==> src/rtl/lock_pkg.sv <==
// Shared types and defaults for the keyed lock block: FSM state encoding,
// default geometry/key, and the key-bit to data-bit fold mapping.
package lock_pkg;

  typedef enum logic [1:0] {
    ST_IDLE  = 2'd0,
    ST_LOAD  = 2'd1,
    ST_ARMED = 2'd2
  } lock_state_e;

  localparam int          DEF_DATA_W      = 4;
  localparam int          DEF_KEY_W       = 3;
  localparam logic [2:0]  DEF_CORRECT_KEY = 3'b010;

  // Key bit i gates data bit (i mod data_w); wider keys wrap around.
  function automatic int unsigned fold_index(input int unsigned i,
                                             input int unsigned data_w);
    return i % data_w;
  endfunction

endpackage

==> src/rtl/key_shift_loader.sv <==
// Serial key loader: assembles KEY_W bits (LSB first) in a shadow register
// and commits them to key_reg only when the last bit arrives, so the active
// key never exposes a partially loaded value.
module key_shift_loader
  import lock_pkg::*;
#(
  parameter int KEY_W = DEF_KEY_W
) (
  input  logic             clk,
  input  logic             rst,
  input  logic             key_valid,
  input  logic             key_bit,
  input  logic             key_clear,
  output logic [KEY_W-1:0] key_reg,
  output logic             key_loaded,
  output logic             load_busy
);

  localparam int                CNT_W    = $clog2(KEY_W + 1);
  localparam logic [CNT_W-1:0]  LAST_CNT = CNT_W'(KEY_W - 1);

  lock_state_e      state, state_next;
  logic [KEY_W-1:0] shadow, shadow_next, shifted;
  logic [KEY_W-1:0] key_next;
  logic [CNT_W-1:0] bit_cnt, cnt_next, cnt_base;

  // Next-state, shadow shift and key commit decisions.
  always_comb begin
    // NOTE: every signal gets a default before any branch so no path leaves
    // it unassigned; a missing default here would infer a latch.
    state_next  = state;
    shadow_next = shadow;
    cnt_next    = bit_cnt;
    key_next    = key_reg;
    // A load started from IDLE or ARMED counts from zero.
    cnt_base    = (state == ST_LOAD) ? bit_cnt : '0;
    // Right shift with the new bit entering at the top: after KEY_W shifts
    // the first accepted bit sits in bit 0.
    shifted     = (shadow >> 1) | (KEY_W'(key_bit) << (KEY_W - 1));

    if (key_clear) begin
      state_next  = ST_IDLE;
      shadow_next = '0;
      cnt_next    = '0;
      key_next    = '0;
    end else if (key_valid) begin
      shadow_next = shifted;
      if (cnt_base == LAST_CNT) begin
        state_next = ST_ARMED;
        key_next   = shifted;
        cnt_next   = '0;
      end else begin
        state_next = ST_LOAD;
        cnt_next   = cnt_base + CNT_W'(1);
      end
    end
  end

  // State and key registers; status flags follow the post-edge state.
  always_ff @(posedge clk) begin
    // NOTE: sequential state uses non-blocking assignments so every register
    // samples pre-edge values regardless of statement order.
    if (rst) begin
      state      <= ST_IDLE;
      shadow     <= '0;
      bit_cnt    <= '0;
      key_reg    <= '0;
      key_loaded <= 1'b0;
      load_busy  <= 1'b0;
    end else begin
      state      <= state_next;
      shadow     <= shadow_next;
      bit_cnt    <= cnt_next;
      key_reg    <= key_next;
      key_loaded <= (state_next == ST_ARMED);
      load_busy  <= (state_next == ST_LOAD);
    end
  end

endmodule

==> src/rtl/keyed_lock_core.sv <==
// Keyed lock core: XOR key gates on the data inputs, a pairwise AND/OR
// function behind them, and a one-cycle registered result with valid.
module keyed_lock_core
  import lock_pkg::*;
#(
  parameter int               DATA_W      = DEF_DATA_W,
  parameter int               KEY_W       = DEF_KEY_W,
  parameter logic [KEY_W-1:0] CORRECT_KEY = KEY_W'(DEF_CORRECT_KEY)
) (
  input  logic              clk,
  input  logic              rst,
  input  logic              key_valid,
  input  logic              key_bit,
  input  logic              key_clear,
  input  logic              in_valid,
  input  logic [DATA_W-1:0] data_in,
  output logic              out_valid,
  output logic              y,
  output logic              key_loaded,
  output logic              load_busy
);

  logic [KEY_W-1:0]  key_reg;
  logic [KEY_W-1:0]  diff;
  logic [DATA_W-1:0] fold;
  logic [DATA_W-1:0] d_l;
  logic              y_next;

  key_shift_loader #(
    .KEY_W (KEY_W)
  ) u_loader (
    .clk        (clk),
    .rst        (rst),
    .key_valid  (key_valid),
    .key_bit    (key_bit),
    .key_clear  (key_clear),
    .key_reg    (key_reg),
    .key_loaded (key_loaded),
    .load_busy  (load_busy)
  );

  // Key gates: fold key mismatches onto data bits, then evaluate the
  // OR of adjacent-pair ANDs. The correct key makes every gate transparent.
  always_comb begin
    diff = key_reg ^ CORRECT_KEY;
    fold = '0;
    for (int j = 0; j < DATA_W; j++) begin
      for (int i = 0; i < KEY_W; i++) begin
        if (fold_index(i, DATA_W) == j) fold[j] = fold[j] ^ diff[i];
      end
    end
    d_l    = data_in ^ fold;
    y_next = 1'b0;
    for (int p = 0; p < DATA_W / 2; p++) begin
      y_next = y_next | (d_l[2*p] & d_l[2*p+1]);
    end
  end

  // Result register: y updates only on valid input, out_valid every cycle.
  always_ff @(posedge clk) begin
    if (rst) begin
      out_valid <= 1'b0;
      y         <= 1'b0;
    end else begin
      out_valid <= in_valid;
      if (in_valid) y <= y_next;
    end
  end

endmodule

==> config.mk <==
export PLATFORM = sky130hd
export DESIGN_NAME = keyed_lock_core
export DESIGN_NICKNAME = d
export VERILOG_FILES = /design/src/rtl/lock_pkg.sv /design/src/rtl/key_shift_loader.sv /design/src/rtl/keyed_lock_core.sv
export SDC_FILE = /design/constraint.sdc
export NUM_CORES = 1
export LEC_CHECK = 0
export CAP_MARGIN = 10
export CELL_PAD_IN_SITES_DETAIL_PLACEMENT = 1
export CELL_PAD_IN_SITES_GLOBAL_PLACEMENT = 1
export CORE_MARGIN = 5
export CORE_UTILIZATION = 34
export CTS_CLUSTER_DIAMETER = 50
export CTS_CLUSTER_SIZE = 25
export DETAILED_ROUTE_END_ITERATION = 7
export GPL_TIMING_DRIVEN = 0
export PLACE_DENSITY = 0.8
export SYNTH_ARGS = -nofsm -noshare
export SYNTH_HDL_FRONTEND = slang
export SYNTH_SLANG_ARGS = --single-unit
==> constraint.sdc <==
create_clock -name clk -period 1.2 [get_ports clk]
set_input_delay 0.24 -clock clk [delete_from_list [all_inputs] [get_ports clk]]
set_output_delay 0.24 -clock clk [all_outputs]
set_load 0.01 [all_outputs]
# Yosys cells after proc, flatten, opt, wreduce, memory -nomap -nowiden

Cells that the tools add are included.

Add/sub/neg operators: 1
Equal/unequal tests: 4
Mux-type cells: 5
Bitwise gates (word level): 6
Reduce and logical (&&, ||, !) cells: 2

Operator list:

| kind                                           | count |
|---|---|
| two-way mux 2 bit                              | 5 |
| == test 2 x 1 -> 1 bit (second input constant) | 2 |
| == test 2 bit (second input constant)          | 2 |
| XOR 4 x 3 -> 4 bit                             | 1 |
| OR 2 x 3 -> 3 bit                              | 1 |
| adder 2 x 1 -> 2 bit (second input constant)   | 1 |
| bitwise AND 1 bit                              | 2 |
| AND reduction 2 bit                            | 1 |
| OR reduction 2 bit                             | 1 |
| inverter 1 bit                                 | 1 |
| OR 1 bit                                       | 1 |

Register bits after elaboration: 14
Bits of input ports: 10
Output and inout bits: 4
Word-level logic and storage cells: 26

# Longest topological paths before layout

Depth after elaboration: 7
Gate-level depth with buffers: 5
Gate-level depth less buffers: 3

# Cells and area by module

A second synthesis with hierarchy kept.

Cell total of the unflattened synthesis: 56
Area, all modules: 545.5 um2

By module, submodules not included:

| module           | times used | cells each | area each (um2) |
|---|---|---|---|
| key_shift_loader | 1          | 46         | 449.2 |
| keyed_lock_core  | 1          | 10         | 96.3 |

# Least setup slack after synthesis

Ideal clock, no wire load.

Kind: register to register
Start point: register u_loader.state[1]
End point: register u_loader.key_reg[0]
Setup time: 0.072 ns
Arrival time: 0.962 ns
Data required time: 1.128 ns
Path slack: 0.166 ns
Stages on the path, launching flop included: 5
Path buffers: 1
Clock period less this slack: 1.034 ns
Cells stage by stage: dfxtp_1 and4b_1 nor2b_4 buf_6 mux2i_1

Longest elaborated chain between the ends: 4

RTL lines:

| element                       | line                   | RTL |
|---|---|---|
| start, declared               | key_shift_loader.sv:22 | `lock_state_e state, state_next;` |
| start signal, assigned        | key_shift_loader.sv:71 | `state <= state_next;` |
| == test 2 x 1 -> 1 bit        | key_shift_loader.sv:36 | `cnt_base = (state == ST_LOAD) ? bit_cnt : '0;` |
| two-way mux 2 bit             | key_shift_loader.sv:36 |  |
| == test 2 bit                 | key_shift_loader.sv:48 | `if (cnt_base == LAST_CNT) begin` |
| AND reduction 2 bit (no line) | -                      |  |
| end signal, assigned          | key_shift_loader.sv:74 | `key_reg <= key_next;` |
| end, declared                 | key_shift_loader.sv:14 | `output logic [KEY_W-1:0] key_reg,` |

No other way between the ends.
A chain may end at the register's enable or synchronous reset.

# Final worst setup path

Start point: register u_loader.state[1]
End point: register u_loader.key_reg[1]

The elaborated chain is that of the path after synthesis.

==> flow_metrics.py <==
metrics = {
    "route": {
        "wire_per_inst_microns": 13.4,
        "dr.pass1.iters": 4,
        "drtIter0Drc": 4,
        "viasPerCell": 4.93,
        "vias": 439,
        "drc": 0,
        "ant_nets": 0,
        "wl_microns": 1200,
    },
    "logic_synthesis": {
        "postSynthCellCount": 57,
        "ys_seq_elements": 13,
        "ys_seq_area_share_pct": 47.1,
        "syn_nets": 67,
        "yosys_most_used_dff": "dfxtp_1",
        "ys_warn_count": 0,
        "syn_avg_cell_area_sq_um": 9.70,
        "syn_area_sq_um": 553,
        "synth-async-reset-ratio_pct": 0,
        "yosysUniqueCellTypes": 20,
        "synth_edf_count": 0,
    },
    "grt": {
        "antenna_found_initial": 0,
        "grt_pass1_vias": 424,
        "met1_usage_pct": 12.2,
        "grt_overflow": 0,
        "grt_pass1_wl_microns": 2010,
        "grt.met2_usage_pct": 15.7,
        "grtUsageTotal_pct": 10.7,
        "grt_max_degree": 11,
        "use_met3_pct": 3.85,
        "busiest_layer": "met2",
    },
    "power": {
        "internal_power_uw": 619,
        "p_total_uw": 807,
        "power_frac_clock_pct": 34.0,
        "sw_frac_of_total_pct": 23.4,
        "combPwrFrac_pct": 10.5,
        "power_leakage_uw": 0.000281,
        "p_sw_uw": 189,
        "seq_power_share_pct": 55.5,
        "worst_ir_drop_vdd_v": 0.000409,
        "powerDensity_nw_per_um2": 1120,
    },
    "timing": {
        "tightestPinTransition_ps": 273,
        "setup_ws_ps": 54.0,
        "period_share_pct": 95.5,
        "skew_ps": 1.72,
        "setup_viol": 0,
        "fmax_mhz": 873,
        "finalSetupTns_ps": 0,
        "whs_ps": 187,
        "timing_hold_violations_final": 0,
        "slew_headroom_pct": 81.8,
        "fin_crit_ps": 1150,
        "slew_viol_final": 0,
    },
    "cells_and_area": {
        "drive_above_1_share_pct": 16.4,
        "nFillCells": 177,
        "n_antenna_cell": 0,
        "area_delta_synth_final_pct": 30.5,
        "largest_reg_flops": 3,
        "fin_nets": 84,
    },
    "worst_setup_path": {
        "critPathKind": "reg2reg",
        "crit_fanout": 5,
        "reg2reg_depth": 4,
        "worstPathRequired_ps": 1410,
        "cp-start-kind": "flip-flop",
        "reg2reg_slack_ps": 50,
        "r2r-start": "u_loader.state[1]",
        "r2r-end": "u_loader.key_reg[1]",
        "crit_path_end_kind": "flip-flop",
        "arrival_ps": 1360,
    },
    "hold_path": {
        "hold_path_class": "in2reg",
        "hold_start": "key_valid",
        "whs_endpoint": "u_loader.bit_cnt[0]",
        "min_path_cells": 2,
    },
    "cts": {
        "htree_levels": 1,
        "clock_sinks": 13,
        "clock_latency_ps": 280,
        "tritoncts": "done",
        "cts_buffer_depth": 2,
        "hold_buffers": 0,
        "cts_made_buffers": 3,
        "clock-root-buffer": "clkbuf_4",
        "path_clk_slew_ps": 80,
    },
    "floorplan": {
        "ios": 14,
        "rows": 14,
        "die_w_microns": 50.3,
        "core_area_sq_um": 1520,
        "die_h_microns": 50.3,
        "die_area_sq_um": 2530,
        "initial_core_util_pct": 36.3,
    },
    "placement": {
        "dp_slack_ps": -297,
        "port_buffers": 12,
        "globalplace.congestion": 0.676,
        "hpwlAfterDp_microns": 869,
    },
    "run_status": {
        "status": "completed",
    },
    "job": {
        "maxCapViolations": 0,
    },
}
## through the flow
step | instance area (sq um) | std cells | util (%)
2_1_floorplan | 553 | 57 | -
3_3_place_gp | 693 | 85 | 45.5
3_5_place_dp | 693 | 85 | 45.5
4_1_cts | 711 | 88 | 46.6
5_1_grt | 722 | 89 | 47.4
6_report | 722 | 89 | 47.4
## critical path, cell delays in order (launching register included)
cell and delay [ps]:
dfxtp_1 340, and4b_1 280, nor2b_4 150, buf_6 130, mux2i_1 170
## metal layers
layer | part of all wire [%] | vias to the layer above
li1 | - | 223
met1 | 44 | 201
met2 | 47 | 11
met3 | 4.4 | 4
met4 | 4.0 | 0
met5 | 0 | -
## worst max path at each step
stage	startpoint	to	slack (ps)	cells after the start
floorplan	u_loader.state[1]	u_loader.key_reg[0]	170	4
global placement	rst	u_loader.load_busy	-260	4
detailed placement	rst	u_loader.load_busy	-300	4
CTS	rst	u_loader.bit_cnt[0]	40	4
global route	u_loader.state[1]	u_loader.key_reg[0]	-20	4
finish	u_loader.state[1]	u_loader.key_reg[1]	50	4
## logic make-up after synthesis
group,synth area share [%]
buffers and inverters,4.75
XOR/XNOR,4.75
AO/OA/AOI/OAI,7.92
multiplexers,9.05
AND/OR/NAND/NOR,26.5
flip-flops,47.1
## power by group through the flow
stage | registers, uW | logic, uW | clock network [uW]
after floorplan | 460 | 37.4 | 0
after global placement | 458 | 86.6 | 0
after detailed placement | 458 | 89.1 | 0
after CTS | 448 | 85.2 | 283
after global routing | 449 | 92.7 | 305
final | 448 | 84.6 | 275
## placed cells by master (no fill, tap or decap), types with 2 or more instances in the layout
master	instances
a21oi_1	4
nand2b_1	3
nor2b_1	3
dfxtp_1	12
nor2_1	4
xor2_1	2
mux2i_1	5
clkdlybuf4s50_1	8
nor3_2	2
nand2_1	7
clkbuf_4	3
o21ai_0	2
dlygate4sd2_1	4
buf_6	2
## layout make-up
type	instances	area (sq um)	area share, %
plain buffers	2	22.5	3.12
clock buffers	4	26.3	3.64
multi-input cells	41	269	37.3
flip-flops and latches	13	262	36.2
well taps	16	20.0	2.77
repair buffers	13	123	17.0
## cell usage after synthesis (2+ instances only)
cell | count | share of area [%]
nor2_1 | 5 | 3.4
nand2b_1 | 3 | 3.4
nor2b_1 | 3 | 3.4
mux2i_1 | 5 | 9.1
nor3_2 | 2 | 3.6
o21ai_0 | 2 | 1.8
a21oi_1 | 4 | 3.6
dfxtp_1 | 13 | 47
xor2_1 | 2 | 3.2
nand2_1 | 7 | 4.8
buf_6 | 2 | 4.1
## timing repair
| action | 4_1_cts | 5_1_grt |
|---|---|---|
| endpoints found under the setup margin | 5 | 4 |
| resized for setup | 4 | 2 |
| cloned | 0 | 0 |
| pin swaps | 0 | 0 |
| buffers inserted | 0 | 1 |
No activity file was read; power rests on OpenSTA's default activity.
